===== src/rtl/ebpc_pkg.sv =====
// Shared definitions for the EBPC stream datapath.
// DATA_W       : compressed-stream word width
// unpk_state_t : stream_unpacker block state (EMPTY / RUN / DRAIN)
package ebpc_pkg;

    localparam int unsigned DATA_W = 8;

    typedef enum logic [1:0] {
        EMPTY = 2'd0,
        RUN   = 2'd1,
        DRAIN = 2'd2
    } unpk_state_t;

endpackage


===== src/rtl/stream_unpacker_if.sv =====
// Handshake bundle around stream_unpacker.
// Word side   : data_i, last_i, vld_i in; rdy_o out (unpacker view)
// Window side : data_o, fill_o, vld_o out; len_i, rdy_i in (unpacker view)
// Modports    : slave = the unpacker, master = its environment (FIFO + symbol decoder)
interface stream_unpacker_if #(
    parameter int unsigned DATA_W = ebpc_pkg::DATA_W
) ();

    localparam int unsigned LEN_W  = $clog2(DATA_W + 1);
    localparam int unsigned FILL_W = $clog2(2 * DATA_W + 1);

    logic [DATA_W-1:0] data_i;
    logic              last_i;
    logic              vld_i;
    logic              rdy_o;

    logic [DATA_W-1:0] data_o;
    logic [FILL_W-1:0] fill_o;
    logic              vld_o;
    logic [LEN_W-1:0]  len_i;
    logic              rdy_i;

    modport slave (
        input  data_i, last_i, vld_i, len_i, rdy_i,
        output rdy_o, data_o, fill_o, vld_o
    );

    modport master (
        output data_i, last_i, vld_i, len_i, rdy_i,
        input  rdy_o, data_o, fill_o, vld_o
    );

endinterface


===== src/rtl/stream_unpacker.sv =====
// Decoder-side bit unpacker: keeps stream bits left-aligned in a 2*DATA_W window and
// lets the symbol decoder consume 0..DATA_W bits per transfer.
// clk_i, rst_ni : clock, async active-low reset
// bus (slave)   : word input handshake and consumer window handshake
// discard_i     : drop everything buffered and return to EMPTY
// idle_o        : no block in progress
module stream_unpacker #(
    parameter int unsigned DATA_W = ebpc_pkg::DATA_W
) (
    input  logic             clk_i,
    input  logic             rst_ni,
    stream_unpacker_if.slave bus,
    input  logic             discard_i,
    output logic             idle_o
);
    import ebpc_pkg::*;

    localparam int unsigned BUF_W  = 2 * DATA_W;
    localparam int unsigned LEN_W  = $clog2(DATA_W + 1);
    localparam int unsigned FILL_W = $clog2(BUF_W + 1);

    unpk_state_t       st_q, st_d;
    logic [BUF_W-1:0]  buf_q, buf_d;
    logic [FILL_W-1:0] fill_q, fill_d;
    logic [FILL_W-1:0] take;
    logic              accept;
    logic              vld_q, rdy_q, idle_q;
    logic [DATA_W-1:0] data_q;

    // Next window: consume from the top, then append the new word right below the remaining bits.
    always_comb begin
        take   = (vld_q && bus.rdy_i) ? FILL_W'(bus.len_i) : '0;
        accept = bus.vld_i && rdy_q && !discard_i;
        st_d   = st_q;

        // Over-consumption (only possible in DRAIN) saturates to an empty window.
        if (take > fill_q) begin
            buf_d  = '0;
            fill_d = '0;
        end else begin
            buf_d  = buf_q << take;
            fill_d = fill_q - take;
        end

        if (accept) begin
            buf_d  = buf_d | ({bus.data_i, DATA_W'(0)} >> fill_d);
            fill_d = fill_d + FILL_W'(DATA_W);
        end

        case (st_q)
            EMPTY:   if (accept) st_d = bus.last_i ? DRAIN : RUN;
            RUN:     if (accept && bus.last_i) st_d = DRAIN;
            DRAIN:   if (fill_d == '0) st_d = EMPTY;
            default: st_d = EMPTY;
        endcase

        if (discard_i) begin
            buf_d  = '0;
            fill_d = '0;
            st_d   = EMPTY;
        end
    end

    // State, window and outputs; outputs are registered from the next-state values.
    always_ff @(posedge clk_i or negedge rst_ni) begin
        if (!rst_ni) begin
            st_q   <= EMPTY;
            buf_q  <= '0;
            fill_q <= '0;
            vld_q  <= 1'b0;
            rdy_q  <= 1'b1;
            data_q <= '0;
            idle_q <= 1'b1;
        end else begin
            st_q   <= st_d;
            buf_q  <= buf_d;
            fill_q <= fill_d;
            vld_q  <= ((st_d == RUN) && (fill_d >= FILL_W'(DATA_W))) ||
                      ((st_d == DRAIN) && (fill_d != '0));
            rdy_q  <= (st_d != DRAIN) && (fill_d <= FILL_W'(DATA_W));
            data_q <= buf_d[BUF_W-1 -: DATA_W];
            idle_q <= (st_d == EMPTY);
        end
    end

    assign bus.vld_o  = vld_q;
    assign bus.rdy_o  = rdy_q;
    assign bus.data_o = data_q;
    assign bus.fill_o = fill_q;
    assign idle_o     = idle_q;

    a_tail_zero: assert property (@(posedge clk_i) disable iff (!rst_ni)
        (buf_q << fill_q) == '0);
    a_len_range: assert property (@(posedge clk_i) disable iff (!rst_ni)
        (vld_q && bus.rdy_i) |-> (bus.len_i <= LEN_W'(DATA_W)));
    a_drain_len: assert property (@(posedge clk_i) disable iff (!rst_ni)
        (vld_q && bus.rdy_i && (st_q == DRAIN)) |-> (FILL_W'(bus.len_i) <= fill_q));
    a_fill_range: assert property (@(posedge clk_i) disable iff (!rst_ni)
        fill_q <= FILL_W'(BUF_W));

endmodule


===== src/flat_wrapper.sv =====
// flat-port wrapper written by rule: the top's interface ports become plain ports
module stream_unpacker_flat import ebpc_pkg::*;
#(
    parameter int unsigned DATA_W = ebpc_pkg::DATA_W
)
  (clk_i, rst_ni, discard_i, idle_o, bus_data_i, bus_last_i, bus_vld_i, bus_len_i, bus_rdy_i, bus_rdy_o, bus_data_o, bus_fill_o, bus_vld_o);
  stream_unpacker_if #(.DATA_W(DATA_W)) bus_i ();
  input  logic clk_i;
  input  logic rst_ni;
  input  logic discard_i;
  output logic idle_o;
  input wire logic [$bits(bus_i.data_i)-1:0] bus_data_i;
  input wire logic [$bits(bus_i.last_i)-1:0] bus_last_i;
  input wire logic [$bits(bus_i.vld_i)-1:0] bus_vld_i;
  input wire logic [$bits(bus_i.len_i)-1:0] bus_len_i;
  input wire logic [$bits(bus_i.rdy_i)-1:0] bus_rdy_i;
  output wire logic [$bits(bus_i.rdy_o)-1:0] bus_rdy_o;
  output wire logic [$bits(bus_i.data_o)-1:0] bus_data_o;
  output wire logic [$bits(bus_i.fill_o)-1:0] bus_fill_o;
  output wire logic [$bits(bus_i.vld_o)-1:0] bus_vld_o;
  assign bus_i.data_i = bus_data_i;
  assign bus_i.last_i = bus_last_i;
  assign bus_i.vld_i = bus_vld_i;
  assign bus_i.len_i = bus_len_i;
  assign bus_i.rdy_i = bus_rdy_i;
  assign bus_rdy_o = bus_i.rdy_o;
  assign bus_data_o = bus_i.data_o;
  assign bus_fill_o = bus_i.fill_o;
  assign bus_vld_o = bus_i.vld_o;
  stream_unpacker #(.DATA_W(DATA_W)) u_core (.clk_i(clk_i), .rst_ni(rst_ni), .bus(bus_i), .discard_i(discard_i), .idle_o(idle_o));
endmodule

===== config.mk =====
export PLATFORM = sky130hd
export DESIGN_NAME = stream_unpacker_flat
export DESIGN_NICKNAME = d
export VERILOG_FILES = /design/src/rtl/ebpc_pkg.sv /design/src/rtl/stream_unpacker_if.sv /design/src/rtl/stream_unpacker.sv /design/src/flat_wrapper.sv
export SDC_FILE = /design/constraint.sdc
export NUM_CORES = 1
export LEC_CHECK = 0
export ABC_AREA = 1
export CAP_MARGIN = 30
export CORE_MARGIN = 8
export CORE_UTILIZATION = 29
export DETAILED_ROUTE_END_ITERATION = 7
export GPL_ROUTABILITY_DRIVEN = 1
export PLACE_DENSITY_LB_ADDON = 0.1
export SYNTH_ARGS = -nofsm -noshare
export SYNTH_HDL_FRONTEND = slang
export SYNTH_SLANG_ARGS = --single-unit

===== constraint.sdc =====
create_clock -name clk_i -period 3 [get_ports clk_i]
set_input_delay 0.9 -clock clk_i [delete_from_list [all_inputs] [get_ports clk_i]]
set_output_delay 0.9 -clock clk_i [all_outputs]
set_load 0.05 [all_outputs]

==> impl_metrics.py <==
metrics = {
    "drt": {
        "postRouteAntennaNets": 0,
        "via_per_inst": 4.821,
        "drt_pre_antenna_iters": 4,
        "drcViolationCount": 0,
        "via_count": 2671,
        "drt-total-wl_um": 8011,
        "wl_per_cell_um": 14.46,
        "dr.first_iter.drc_count": 99,
    },
    "critical_path": {
        "critPathSlowestCell": "clkdlybuf4s50_1",
        "endpoint_kind": "flip-flop",
        "crit_type": "in2reg",
        "critPathMaxStageDelay_ps": 480,
        "crit_family": "buffers and inverters",
        "regToRegSetupSlack_ps": 640,
        "critPathRequiredTime_ps": 3210,
        "path_buf_inv": 5,
        "cp_max_fo": 8,
        "cp_cell_sequence": "clkdlybuf4s50_1 -> nand2_2 -> ha_1 -> nand2_1 -> inv_1 -> nand3_2 -> nand3_4 -> buf_4 -> nand3_1 -> nand4_1 -> buf_4 -> inv_1 -> nand2_1 -> a31oi_1",
        "critical_path_arrival_ps": 3060,
        "startpoint_type": "primary input",
    },
    "clock_tree": {
        "clk_pin_slew_ps": 110,
        "cts_root_buf": "clkbuf_8",
        "numCtsBuffers": 3,
        "clkLatencyLatePin_ps": 280,
        "cts_tree": "done",
        "cts_sinks": 26,
        "h-tree-depth": 1,
        "clk_path_buf_depth": 2,
    },
    "floorplan": {
        "die_w_um": 107.7,
        "start_util": 0.2984,
        "die_y_um": 107.7,
        "core_area_um2": 8175,
        "die_area_um2": 11600,
        "row_count": 33,
        "io_pins": 34,
    },
    "sta": {
        "setup_violations": 0,
        "skew_ps": 11.56,
        "period_minus_slack_ps": 2845,
        "fin_hold_ws_ps": 472.0,
        "hold_violations": 0,
        "final.setup.tns_ps": 0,
        "tightest_slew_ps": 541.4,
        "period_share": 0.9484,
        "relSlewSlack": 0.6382,
        "slew_violations": 0,
        "fmax_mhz": 351.5,
    },
    "place": {
        "port_buffers": 33,
        "gp_congestion": 0.8772,
        "dp_cells": 548,
        "dp_hpwl_um": 6520,
    },
    "layout": {
        "nNetsFinal": 473,
        "n_antenna_cell": 0,
        "post-route-util": 0.4167,
        "drive_gt1_frac": 0.2829,
        "area_growth_pct": 39.64,
        "n_fill_cell": 890,
        "finalNonFillerCells": 554,
    },
    "power": {
        "ir_worst_vdd_uv": 324.7,
        "power_density_nw_per_um2": 750.9,
        "totalPowerFinal_mw": 2.558,
        "leakage_nw": 1.610,
    },
    "synthesis": {
        "ys_types": 36,
        "avgSynthCellArea_um2": 6.472,
        "synth_edf_count": 0,
        "yosysSeqAreaShare": 0.2677,
        "synth_flop_cell": "dfrtp_1",
        "synthesis.nets": 400,
        "yosysMostFrequentCell": "nand2_1",
        "synth_common_cells": "nand2_1, nand3_1, inv_1, o21ai_0, dfrtp_1",
        "synth_top_area_share": 0.2462,
        "ys_seq_elements": 26,
        "yosys_warnings": 0,
        "synth_top_area_cell": "dfrtp_1",
        "syn-instance-count": 377,
        "ys_top_cells_by_area": "dfrtp_1, nand2_1, nand3_1",
        "async_reset_ff_frac": 1.000,
        "syn_area_um2": 2440,
    },
    "global_route": {
        "antenna_found_initial": 0,
        "grt-ovfl-total": 0,
        "grt_pass1_vias": 2773,
        "grt.total_usage": 0.1440,
        "grt_pass1_wl_um": 13540,
        "grt_max_degree": 27,
    },
    "run_status": {
        "status": "completed",
    },
    "job": {
        "maxCapViolCount": 0,
    },
    "worst_hold_path": {
        "hp-class": "reg2reg",
    },
}
-- logic make-up after synthesis --
| logic type | synth area share |
|---|---|
| compound gates | 0.1451 |
| xor+xnor | 0.003590 |
| fa+ha+maj | 0.02872 |
| buf+inv | 0.1215 |
| flops | 0.2677 |
| simple gates | 0.4333 |
-- placed cells by master, fill, tap and decap left out, types with 2 or more instances in the layout --
| cell | count |
|---|---|
| nor2_4 | 3 |
| inv_2 | 7 |
| ha_4 | 2 |
| or2_2 | 6 |
| nand3_4 | 2 |
| inv_4 | 2 |
| inv_1 | 26 |
| o211ai_1 | 3 |
| clkbuf_8 | 3 |
| a31oi_1 | 4 |
| clkdlybuf4s50_1 | 31 |
| a21oi_2 | 4 |
| buf_6 | 3 |
| buf_4 | 55 |
| nand3_1 | 49 |
| o21ai_0 | 25 |
| dfstp_2 | 2 |
| dlygate4sd2_1 | 2 |
| nand2_1 | 105 |
| nor2_2 | 2 |
| nand2_2 | 10 |
| dfrtp_1 | 24 |
| o21ai_1 | 5 |
| nand2_4 | 5 |
| nand4_1 | 5 |
| nor2_1 | 19 |
| nor3_1 | 2 |
| a21oi_1 | 18 |
| nand3_2 | 14 |
-- area by class of cell --
class	count	area, µm²	share of cell area
well taps	105	131.4	0.03856
clock buffers	3	41.29	0.01212
clock inverters	1	30.03	0.008814
repair buffers	91	774.5	0.2273
multi-input cells	292	1635	0.4800
inverters	36	141.4	0.04150
flip-flops and latches	26	653.1	0.1917
-- state kept, by name (all words and copies together) (netlist names) --
signal             cells
u_core.buf_q          16
u_core.bus.fill_o      5
u_core.bus.rdy_o       1
u_core.bus.vld_o       1
u_core.idle_o          1
u_core.st_q            2
-- what timing repair did --
| item | in CTS | in global routing |
|---|---|---|
| gates resized for setup | 34 | 4 |
| buffers inserted | 2 | 0 |
| pin swaps | 14 | 2 |
| hold buffers | 0 | 0 |
| setup endpoints to repair | 21 | 9 |
-- path summary, 6_finish.rpt --
| path | from | endpoint | cells past startpoint |
|---|---|---|---|
| max in group asynchronous | rst_ni | u_core.idle_o$_DFF_PN1_ | 2 |
| hold / removal | u_core.st_q[1]$_DFF_PN0_ | u_core.st_q[0]$_DFF_PN0_ | 1 |
| setup / recovery | bus_len_i[1] | u_core.buf_q[14]$_DFF_PN0_ | 14 |
| hold reg to reg | u_core.st_q[1]$_DFF_PN0_ | u_core.st_q[0]$_DFF_PN0_ | 1 |
| setup reg to reg | u_core.bus.vld_o$_DFF_PN0_ | u_core.buf_q[4]$_DFF_PN0_ | 15 |
| min in group asynchronous | rst_ni | u_core.bus.fill_o[4]$_DFF_PN0_ | 2 |
-- worst register-to-register path: stages (launching register included) --
cell and delay, ps:
dfrtp_1 370, nand2_2 80, nor2_4 160, ha_2 190
inv_2 50, fa_2 420, nand3_2 100, nand2_1 60
nand2_1 100, nand3_2 140, nand2_4 130, nor2_4 70
buf_6 120, buf_4 120, nand3_1 80, nand2_1 50
-- through the flow --
stage,setup WS (ps),cell area (µm²)
2_1_floorplan,27.33,2450
3_3_place_gp,-462.2,3169
3_5_place_dp,-522.0,3169
4_1_cts,146.2,3383
5_1_grt,-3.169,3407
6_report,154.7,3407
-- report_power, final --
group          switching, mW  internal, mW
combinational           1.05         0.717
clock                  0.128         0.179
sequential            0.0553         0.426
-- layer usage --
metal	GRT usage	vias up	share of wire
met4	0.04955	0	0.022
met3	0.02395	17	0.048
met5	0	-	0
met2	0.2355	56	0.45
li1	-	1385	-
met1	0.1864	1213	0.48
Note: power is estimated with default switching activity, not from simulation.
